File: config.mk
export PLATFORM = sky130hd
export DESIGN_NAME = vga_tile_capture
export DESIGN_NICKNAME = d
export VERILOG_FILES = /design/src/rtl/vga_tile_capture.sv
export SDC_FILE = /design/constraint.sdc
export NUM_CORES = 1
export LEC_CHECK = 0
export ABC_CLOCK_PERIOD_IN_PS = 10500
export CORE_ASPECT_RATIO = 2
export CORE_UTILIZATION = 46
export DETAILED_ROUTE_END_ITERATION = 7
export GPL_TIMING_DRIVEN = 0
export PLACE_DENSITY = 0.71
export SLEW_MARGIN = 15
export SYNTH_ARGS = -nofsm -noshare
export SYNTH_HDL_FRONTEND = slang
export SYNTH_SLANG_ARGS = --single-unit
File: constraint.sdc
create_clock -name clk -period 10.5 [get_ports clk]
set_input_delay 1.575 -clock clk [delete_from_list [all_inputs] [get_ports clk]]
set_output_delay 1.575 -clock clk [all_outputs]
set_load 0.02 [all_outputs]
File: src/rtl/vga_tile_capture.sv
// vga_tile_capture
//   Receive side of the 4x4 tile-grid VGA generator. Rebuilds pixel
//   coordinates from hsync/vsync, checks line and frame timing, keeps a lock
//   state and samples the centre pixel of each of the 16 tiles. After every
//   clean frame the 16 colours are published together with a change mask.
//
// Ports
//   clk, rst_n          pixel clock, asynchronous active-low reset
//   hsync, vsync        active-high sync pulses
//   r_in, g_in, b_in    pixel colour
//   locked              timing lock indicator
//   frame_done          one-cycle pulse when tile_rgb is updated
//   tile_rgb            tile k = row*4+col at [24k+23:24k] as {r,g,b}
//   tile_changed        bit k set when tile k differs from the previous publish
//   err_count           saturating timing-error counter
//   line_len            last measured line length
module vga_tile_capture #(
    parameter int H_TOTAL = 800,
    parameter int V_TOTAL = 526,
    parameter int X0      = 214,
    parameter int Y0      = 35,
    parameter int TILE    = 117,
    parameter int PITCH   = 121
) (
    input  logic         clk,
    input  logic         rst_n,
    input  logic         hsync,
    input  logic         vsync,
    input  logic [7:0]   r_in,
    input  logic [7:0]   g_in,
    input  logic [7:0]   b_in,
    output logic         locked,
    output logic         frame_done,
    output logic [383:0] tile_rgb,
    output logic [15:0]  tile_changed,
    output logic [7:0]   err_count,
    output logic [10:0]  line_len
);

    localparam logic [1:0] SEARCH  = 2'd0;
    localparam logic [1:0] ACQUIRE = 2'd1;
    localparam logic [1:0] LOCKED  = 2'd2;

    localparam logic [10:0] H_T   = 11'(H_TOTAL);
    localparam logic [11:0] V_T   = 12'(V_TOTAL);
    localparam logic [10:0] C_MAX = 11'h7FF;

    function automatic logic [10:0] ctr_x(input int col);
        return 11'(X0 + col * PITCH + TILE / 2);
    endfunction

    function automatic logic [10:0] ctr_y(input int row);
        return 11'(Y0 + row * PITCH + TILE / 2);
    endfunction

    logic              hs_q, hs_q2, vs_q, vs_q2;
    logic [23:0]       rgb_q;
    logic [10:0]       x_reg, y_reg;
    logic              x_sat_q, y_sat_q;
    logic              skip;
    logic              dirty;
    logic [1:0]        state;
    logic [15:0][23:0] shadow;

    logic        hrise, vrise, active;
    logic [10:0] cur_x, cur_y;
    logic [11:0] lines;
    logic        len_err, to_err, line_err, frame_err, any_err, publish;

    assign hrise  = hs_q & ~hs_q2;
    // A vsync edge only counts when it lines up with the start of a line.
    assign vrise  = vs_q & ~vs_q2 & hrise;
    assign active = (state != SEARCH);

    // x_reg/y_reg hold the coordinate of the current cycle assuming no sync edge.
    assign cur_x = hrise ? 11'd0 : x_reg;
    assign cur_y = vrise ? 11'd0 :
                   hrise ? ((y_reg == C_MAX) ? y_reg : y_reg + 11'd1) : y_reg;
    assign lines = {1'b0, y_reg} + 12'd1;

    assign len_err   = active & hrise & ~skip & (x_reg != H_T);
    // Saturation is flagged only on the cycle the counter first reaches the top.
    assign to_err    = active & (((cur_x == C_MAX) & ~x_sat_q) |
                                 ((cur_y == C_MAX) & ~y_sat_q));
    assign line_err  = len_err | to_err;
    assign frame_err = active & vrise & (lines != V_T);
    assign any_err   = line_err | frame_err;
    assign publish   = active & vrise & ~dirty & ~line_err & (lines == V_T);

    always_ff @(posedge clk or negedge rst_n) begin
        if (!rst_n) begin
            hs_q         <= 1'b0;
            hs_q2        <= 1'b0;
            vs_q         <= 1'b0;
            vs_q2        <= 1'b0;
            rgb_q        <= '0;
            x_reg        <= '0;
            y_reg        <= '0;
            x_sat_q      <= 1'b0;
            y_sat_q      <= 1'b0;
            skip         <= 1'b0;
            dirty        <= 1'b0;
            state        <= SEARCH;
            shadow       <= '0;
            locked       <= 1'b0;
            frame_done   <= 1'b0;
            tile_rgb     <= '0;
            tile_changed <= '0;
            err_count    <= '0;
            line_len     <= '0;
        end else begin
            hs_q    <= hsync;
            hs_q2   <= hs_q;
            vs_q    <= vsync;
            vs_q2   <= vs_q;
            rgb_q   <= {r_in, g_in, b_in};
            x_reg   <= (cur_x == C_MAX) ? cur_x : cur_x + 11'd1;
            y_reg   <= cur_y;
            x_sat_q <= (cur_x == C_MAX);
            y_sat_q <= (cur_y == C_MAX);

            if (hrise)
                line_len <= x_reg;

            if (any_err && err_count != 8'hFF)
                err_count <= err_count + 8'd1;

            if (vrise)
                dirty <= 1'b0;
            else if (any_err)
                dirty <= 1'b1;

            // The line that ends at the first hrise after leaving SEARCH is
            // not trusted for the length check.
            if (state == SEARCH && vrise)
                skip <= 1'b1;
            else if (hrise)
                skip <= 1'b0;

            case (state)
                SEARCH:  if (vrise) state <= ACQUIRE;
                ACQUIRE: if (publish) state <= LOCKED;
                LOCKED: begin
                    if (line_err || frame_err) begin
                        state  <= ACQUIRE;
                        locked <= 1'b0;
                    end
                end
                default: state <= SEARCH;
            endcase

            for (int k = 0; k < 16; k++) begin
                if (active && cur_x == ctr_x(k % 4) && cur_y == ctr_y(k / 4))
                    shadow[k] <= rgb_q;
            end

            frame_done <= publish;
            if (publish) begin
                tile_rgb <= shadow;
                locked   <= 1'b1;
                for (int k = 0; k < 16; k++)
                    tile_changed[k] <= (shadow[k] != tile_rgb[24*k +: 24]);
            end
        end
    end

endmodule

After elaboration in Yosys (flattened, before gate mapping)
Index checks and enable logic that the tools add are counted.
{"block": "op_classes", "n_mux": 16, "div_mod_pow": 0, "shift": 0, "reduce_logical": 31, "addsub": 4, "multipliers": 0, "n_bitwise": 24, "magnitude_cmp": 0, "eq_ne": 36}
{"operator": "$ne A24 B24 Y1", "n": 16}
{"operator": "$mux W11", "n": 5}
{"operator": "$eq A11 B9 Y1 const B", "n": 4}
{"operator": "$eq A11 B11 Y1 const B", "n": 3}
{"operator": "$add A11 B1 Y11 const B", "n": 2}
{"operator": "$eq A11 B10 Y1 const B", "n": 2}
{"operator": "$logic_and A1 B1 Y1", "n": 22}
{"operator": "$and A1 B1 Y1", "n": 14}
{"operator": "$add A11 B1 Y12 const B", "n": 1}
{"operator": "$eq A12 B10 Y1 const B", "n": 1}
{"operator": "$ne A12 B10 Y1 const B", "n": 1}
{"operator": "$eq A11 B7 Y1 const B", "n": 1}
{"operator": "$eq A11 B8 Y1 const B", "n": 1}
{"operator": "$ne A11 B10 Y1 const B", "n": 1}
{"operator": "$reduce_bool A2 Y1", "n": 5}
{"operator": "$add A8 B1 Y8 const B", "n": 1}
{"operator": "$ne A8 B8 Y1 const B", "n": 1}
{"operator": "$mux W1", "n": 7}
{"operator": "$not A1 Y1", "n": 7}
{"operator": "$mux W2", "n": 3}
{"operator": "$ne A2 B2 Y1 const B", "n": 3}
{"operator": "$pmux W2 S3", "n": 1}
{"operator": "$or A1 B1 Y1", "n": 3}
{"operator": "$reduce_and A3 Y1", "n": 1}
{"operator": "other kinds (5)", "n": 5}
{"block": "totals", "word_cells": 145, "ram_bits": 0, "romBits": 0, "register_bits": 861, "latchBits": 0, "output_inout_bits": 421, "mem_count": 0}

Longest topological paths before layout
{"block": "depth", "ltp_word": 14, "mapped_depth": 14, "mapped_depth_nobuf": 10}

Worst setup path before layout
OpenSTA, ideal clock, no wires.
{"block": "synth_timing", "kind": "register to register", "from": "reg hs_q", "to": "reg shadow[375] in the netlist's numbering", "path_buffers": 4, "path_stages_with_launch": 14, "setup_time_ps": 125, "t_arrival_ps": 3445, "slack_ps": 6930, "path_cell_list": "dfrtp_1 > nand2b_1 > clkbuf_1 > clkbuf_1 > clkbuf_1 > nand2_1 > inv_1 > ha_1 > nand4_1 > or2_2 > or3_1 > nor4_4 > buf_6 > mux2_2"}
{"block": "synth_between", "elab_chain_cells": 5, "elab_cells_between_ends": 9}
{"element": "start, declared", "line_no": "56", "rtl": "logic hs_q, hs_q2, vs_q, vs_q2;"}
{"element": "start signal, assigned", "line_no": "112", "rtl": "hs_q <= hsync;"}
{"element": "$and A1 B1 Y1 *", "line_no": "70", "rtl": "assign hrise = hs_q & ~hs_q2;"}
{"element": "$mux W11 (tied with other cells)", "line_no": "78", "rtl": "hrise ? ((y_reg == C_MAX) ? y_reg : y_reg + 11'd1) : y_reg;"}
{"element": "$mux W11 or $eq A11 B10 Y1 (tied branches)", "line_no": "77, 153"}
{"element": "$eq A11 B9 Y1 or $logic_and A1 B1 Y1 (tied branches)", "line_no": "153", "rtl": "if (active && cur_x == ctr_x(k % 4) && cur_y == ctr_y(k / 4))"}
{"element": "$logic_and A1 B1 Y1 *", "line_no": "153"}
{"element": "end signal, assigned by index", "line_no": "154", "rtl": "shadow[k] <= rgb_q;"}
{"element": "end, declared", "line_no": "63", "rtl": "logic [15:0][23:0] shadow;"}
Every way passes the cells marked *; elsewhere a longest branch is shown, timed or not.
A chain may end at the register's enable or synchronous reset.

Worst setup path after layout
{"block": "layout_timing", "from": "reg y_reg[1]", "to": "reg tile_changed[14]"}
{"block": "layout_between", "elab_chain_cells": 12, "elab_cells_between_ends": 15}
{"element": "start, declared", "line_no": "58", "rtl": "logic [10:0] x_reg, y_reg;"}
{"element": "start signal, assigned", "line_no": "118", "rtl": "y_reg <= cur_y;"}
{"element": "$add A11 B1 Y11 or $eq A11 B11 Y1 (tied branches)", "line_no": "78"}
{"element": "$mux W11 (2 in a row)", "line_no": "78"}
{"element": "$mux W11", "line_no": "77", "rtl": "assign cur_y = vrise ? 11'd0 :"}
{"element": "$eq A11 B11 Y1", "line_no": "84", "rtl": "((cur_y == C_MAX) & ~y_sat_q));"}
{"element": "$and A1 B1 Y1", "line_no": "84"}
{"element": "$or A1 B1 Y1", "line_no": "83", "rtl": "assign to_err = active & (((cur_x == C_MAX) & ~x_sat_q) |"}
{"element": "$and A1 B1 Y1", "line_no": "83"}
{"element": "$or A1 B1 Y1", "line_no": "85", "rtl": "assign line_err = len_err | to_err;"}
{"element": "$not A1 Y1", "line_no": "88", "rtl": "assign publish = active & vrise & ~dirty & ~line_err & (lines == V_T);"}
{"element": "$and A1 B1 Y1", "line_no": "88"}
{"element": "$and A1 B1 Y1 *", "line_no": "88"}
{"element": "end signal, assigned by index", "line_no": "162", "rtl": "tile_changed[k] <= (shadow[k] != tile_rgb[24*k +: 24]);"}
{"element": "end, declared", "line_no": "35", "rtl": "output logic [15:0] tile_changed,"}
Marks and branches as above.

==> results.json <==
{
  "status": "completed",
  "finClkSkew_ns": 0.01961,
  "start_kind": "flop",
  "vias": 23330,
  "row_count": 147,
  "initial_core_util_pct": 46.46,
  "pwr-share-clk_pct": 45.9,
  "setup.worst_path.end_class": "flop",
  "gr-total-overflow": 0,
  "rsz0062_at_grt": "false",
  "synth_top_cell_area_share_pct": 57.83,
  "synth_cells": 2593,
  "peakVddDrop_mv": 0.1321,
  "fin_crit_ns": 5.396,
  "switchingPower_mw": 1.650,
  "drv_slew": 0,
  "syn_to_final_growth_pct": 24.08,
  "n_fill_cell": 6479,
  "rr_startpoint": "y_reg[1]",
  "hold_class": "reg -> reg",
  "drive_gt1_share_pct": 32.19,
  "final_nets": 3168,
  "tightest_slew_ns": 1.226,
  "drc": 0,
  "synth-main-ff-cell": "dfrtp_1",
  "cts_tree": "built",
  "crit_fanout": 10,
  "ys_top_cells_by_area": "dfrtp_1 58%, mux2_2 23%, xnor2_1 6.2%",
  "cts.htree.levels": 3,
  "yosysMostFrequentCell": "dfrtp_1",
  "avgRoutedWirePerCell_um": 26.99,
  "tns_ns": 0,
  "clock-root-buffer": "clkbuf_16",
  "final_util_pct": 57.65,
  "yosysWarnings": 0,
  "drt_wl_total_um": 114500,
  "track_usage_pct": 28.38,
  "reg2reg_setup_slack_ns": 5.10,
  "crit_required_ns": 11.05,
  "seq_area_frac_synth_pct": 57.83,
  "clock.fmax_ghz": 0.1853,
  "chipWidth_um": 203.2,
  "worstHoldStart": "vs_q",
  "register_area_um2": 21550,
  "period_share_pct": 51.39,
  "clk_latency_ns": 0.67,
  "die_height_um": 404.5,
  "first_global_vias": 25360,
  "dp_slack_ns": 5.094,
  "cts_made_buffers": 80,
  "reg.largest.list": "shadow (384), tile_rgb (384), rgb_q (24)",
  "power.total_mw": 6.995,
  "reg2regPathDepth": 10,
  "ctsHoldBuffers": 0,
  "die-area_um2": 82200,
  "setup_ws_ns": 5.104,
  "yosys.area.top_type": "dfrtp_1",
  "drtIter0Drc": 1163,
  "io_buffers": 448,
  "yosys-top-cells-count": "861 x dfrtp_1, 768 x mux2_2, 262 x xnor2_1",
  "synth_area_um2": 37260,
  "power.density_nw_per_um2": 151.3,
  "clock-sinks": 861,
  "timing.final.hold_violations": 0,
  "postCtsSetupRepairBufs": 0,
  "gp_congestion": 0.9300,
  "core_area_um2": 80190,
  "cellLeakagePower_nw": 22.72,
  "setup_viol": 0,
  "final_cell_area_um2": 46230,
  "grt_pass1_wl_um": 169700,
  "vias_per_cell": 5.499,
  "cap_viol_max_count": 0,
  "worstPathArrival_ns": 5.95,
  "slew_headroom_pct": 18.26,
  "postRouteAntennaNets": 0,
  "grt_max_degree": 114,
  "switching_share_pct": 23.58,
  "dr.pass1.iters": 7,
  "synth.distinct_cells": 61,
  "synth-async-reset-ratio_pct": 100.0,
  "multi_input_area_um2": 14920,
  "hold_depth": 0,
  "min_to": "vs_q2",
  "seqPwrFrac_pct": 48.9,
  "synth.avg_cell_area_um2": 14.37,
  "synth_seq_cells": 861,
  "cts_resized": 0,
  "dp_hpwl_um": 82610,
  "r2r-end": "tile_changed[14]",
  "clk_path_buf_depth": 3,
  "p_int_mw": 5.346,
  "path_class": "reg -> reg",
  "pin_count": 449,
  "clk_pin_slew_worst_paths_ns": 0.07,
  "synth_nets": 2628,
  "post_dp_cell_area_um2": 43340,
  "p_comb_share_pct": 5.1,
  "antenna_found_initial": 12,
  "synth-edff-count": 0
}
## layer usage
layer  wire, um  track usage, %  share of wire, %
met3       7424           7.320               6.5
met2      59240           49.60                52
met5         70               0             0.061
met4       4006           11.13               3.5
met1      43760           32.96                38
## stage by stage
stage / hold slack (ns) / cells
2_1_floorplan: 0.3663 / 2593
3_3_place_gp: 0.3939 / 4084
3_5_place_dp: 0.3992 / 4094
4_1_cts: 0.4030 / 4237
5_1_grt: 0.4207 / 4238
6_report: 0.3995 / 4242
## logic make-up (layout without fill, tap and decap cells)
kind of cell | count (synthesis) | count (layout) | synth area share, %
flops | 861 | 861 | 57.83
mux | 788 | 788 | 23.81
xor+xnor | 406 | 406 | 9.544
simple gates | 316 | 316 | 5.131
buf+inv | 144 | 745 | 2.122
compound gates | 71 | 71 | 1.327
fa+ha+maj | 7 | 7 | 0.2351
other cells | 0 | 5 | 0
## power groups by stage
stage	logic, mW	registers [mW]	clock network [mW]
5_1_grt	0.390	3.43	3.39
3_5_place_dp	0.366	3.48	0
2_1_floorplan	0.137	3.47	0
3_3_place_gp	0.344	3.50	0
4_1_cts	0.366	3.42	3.28
6_report	0.359	3.42	3.21
## how the worst max path moves through the flow
stage	startpoint	to	slack (ns)	cells past startpoint
final	y_reg[1]	tile_changed[14]	5.10	10
after CTS	hs_q	tile_changed[14]	5.08	14
after floorplan	hs_q	shadow[375]	6.93	13
after detailed placement	hs_q	tile_changed[14]	5.09	14
after global placement	rst_n	shadow[357]	-29.38	1
after global routing	hs_q2	tile_rgb[0]	4.75	14
## cell usage in the layout (no fill, tap or decap), types with 5 or more instances in the layout
| cell | n |
|---|---|
| clkdlybuf4s50_1 | 447 |
| buf_2 | 52 |
| or3_1 | 10 |
| clkbuf_16 | 82 |
| xnor2_1 | 262 |
| a21oi_1 | 15 |
| diode_2 | 5 |
| bufinv_16 | 15 |
| mux2_2 | 768 |
| clkbuf_8 | 11 |
| mux2_1 | 18 |
| nand3_1 | 36 |
| buf_6 | 23 |
| clkinv_2 | 14 |
| clkbuf_1 | 43 |
| nor3_1 | 14 |
| nor2_1 | 24 |
| xor2_1 | 144 |
| clkbuf_2 | 19 |
| nand4_1 | 71 |
| inv_1 | 16 |
| buf_16 | 9 |
| a31oi_1 | 5 |
| nand2_1 | 61 |
| a211oi_1 | 9 |
| ha_1 | 7 |
| dfrtp_1 | 861 |
| nor4_1 | 55 |
| o21ai_0 | 8 |
| nor4_4 | 8 |
| and3_1 | 8 |
## critical path: stages (launching register included)
cell and delay (ns):
dfrtp_1 0.51, ha_1 0.28, nand4_2 0.30, nor4_2 0.70
nor2_1 0.34, nor3_1 0.62, o2111ai_1 0.35, nand4_1 0.57
clkbuf_1 0.52, buf_2 0.62, mux2_2 0.41
## area by class of cell
class	instances	share of cell area, %
Multi-Input combinational cell	1588	32.28
Sequential cell	861	46.61
Inverter	16	0.1299
Clock buffer	107	4.880
Buffer	128	1.629
Clock inverter	36	1.334
Timing Repair Buffer	458	10.29
Antenna cell	5	0.02707
Tap cell	1043	2.823
No activity file was read; power rests on OpenSTA's default activity.
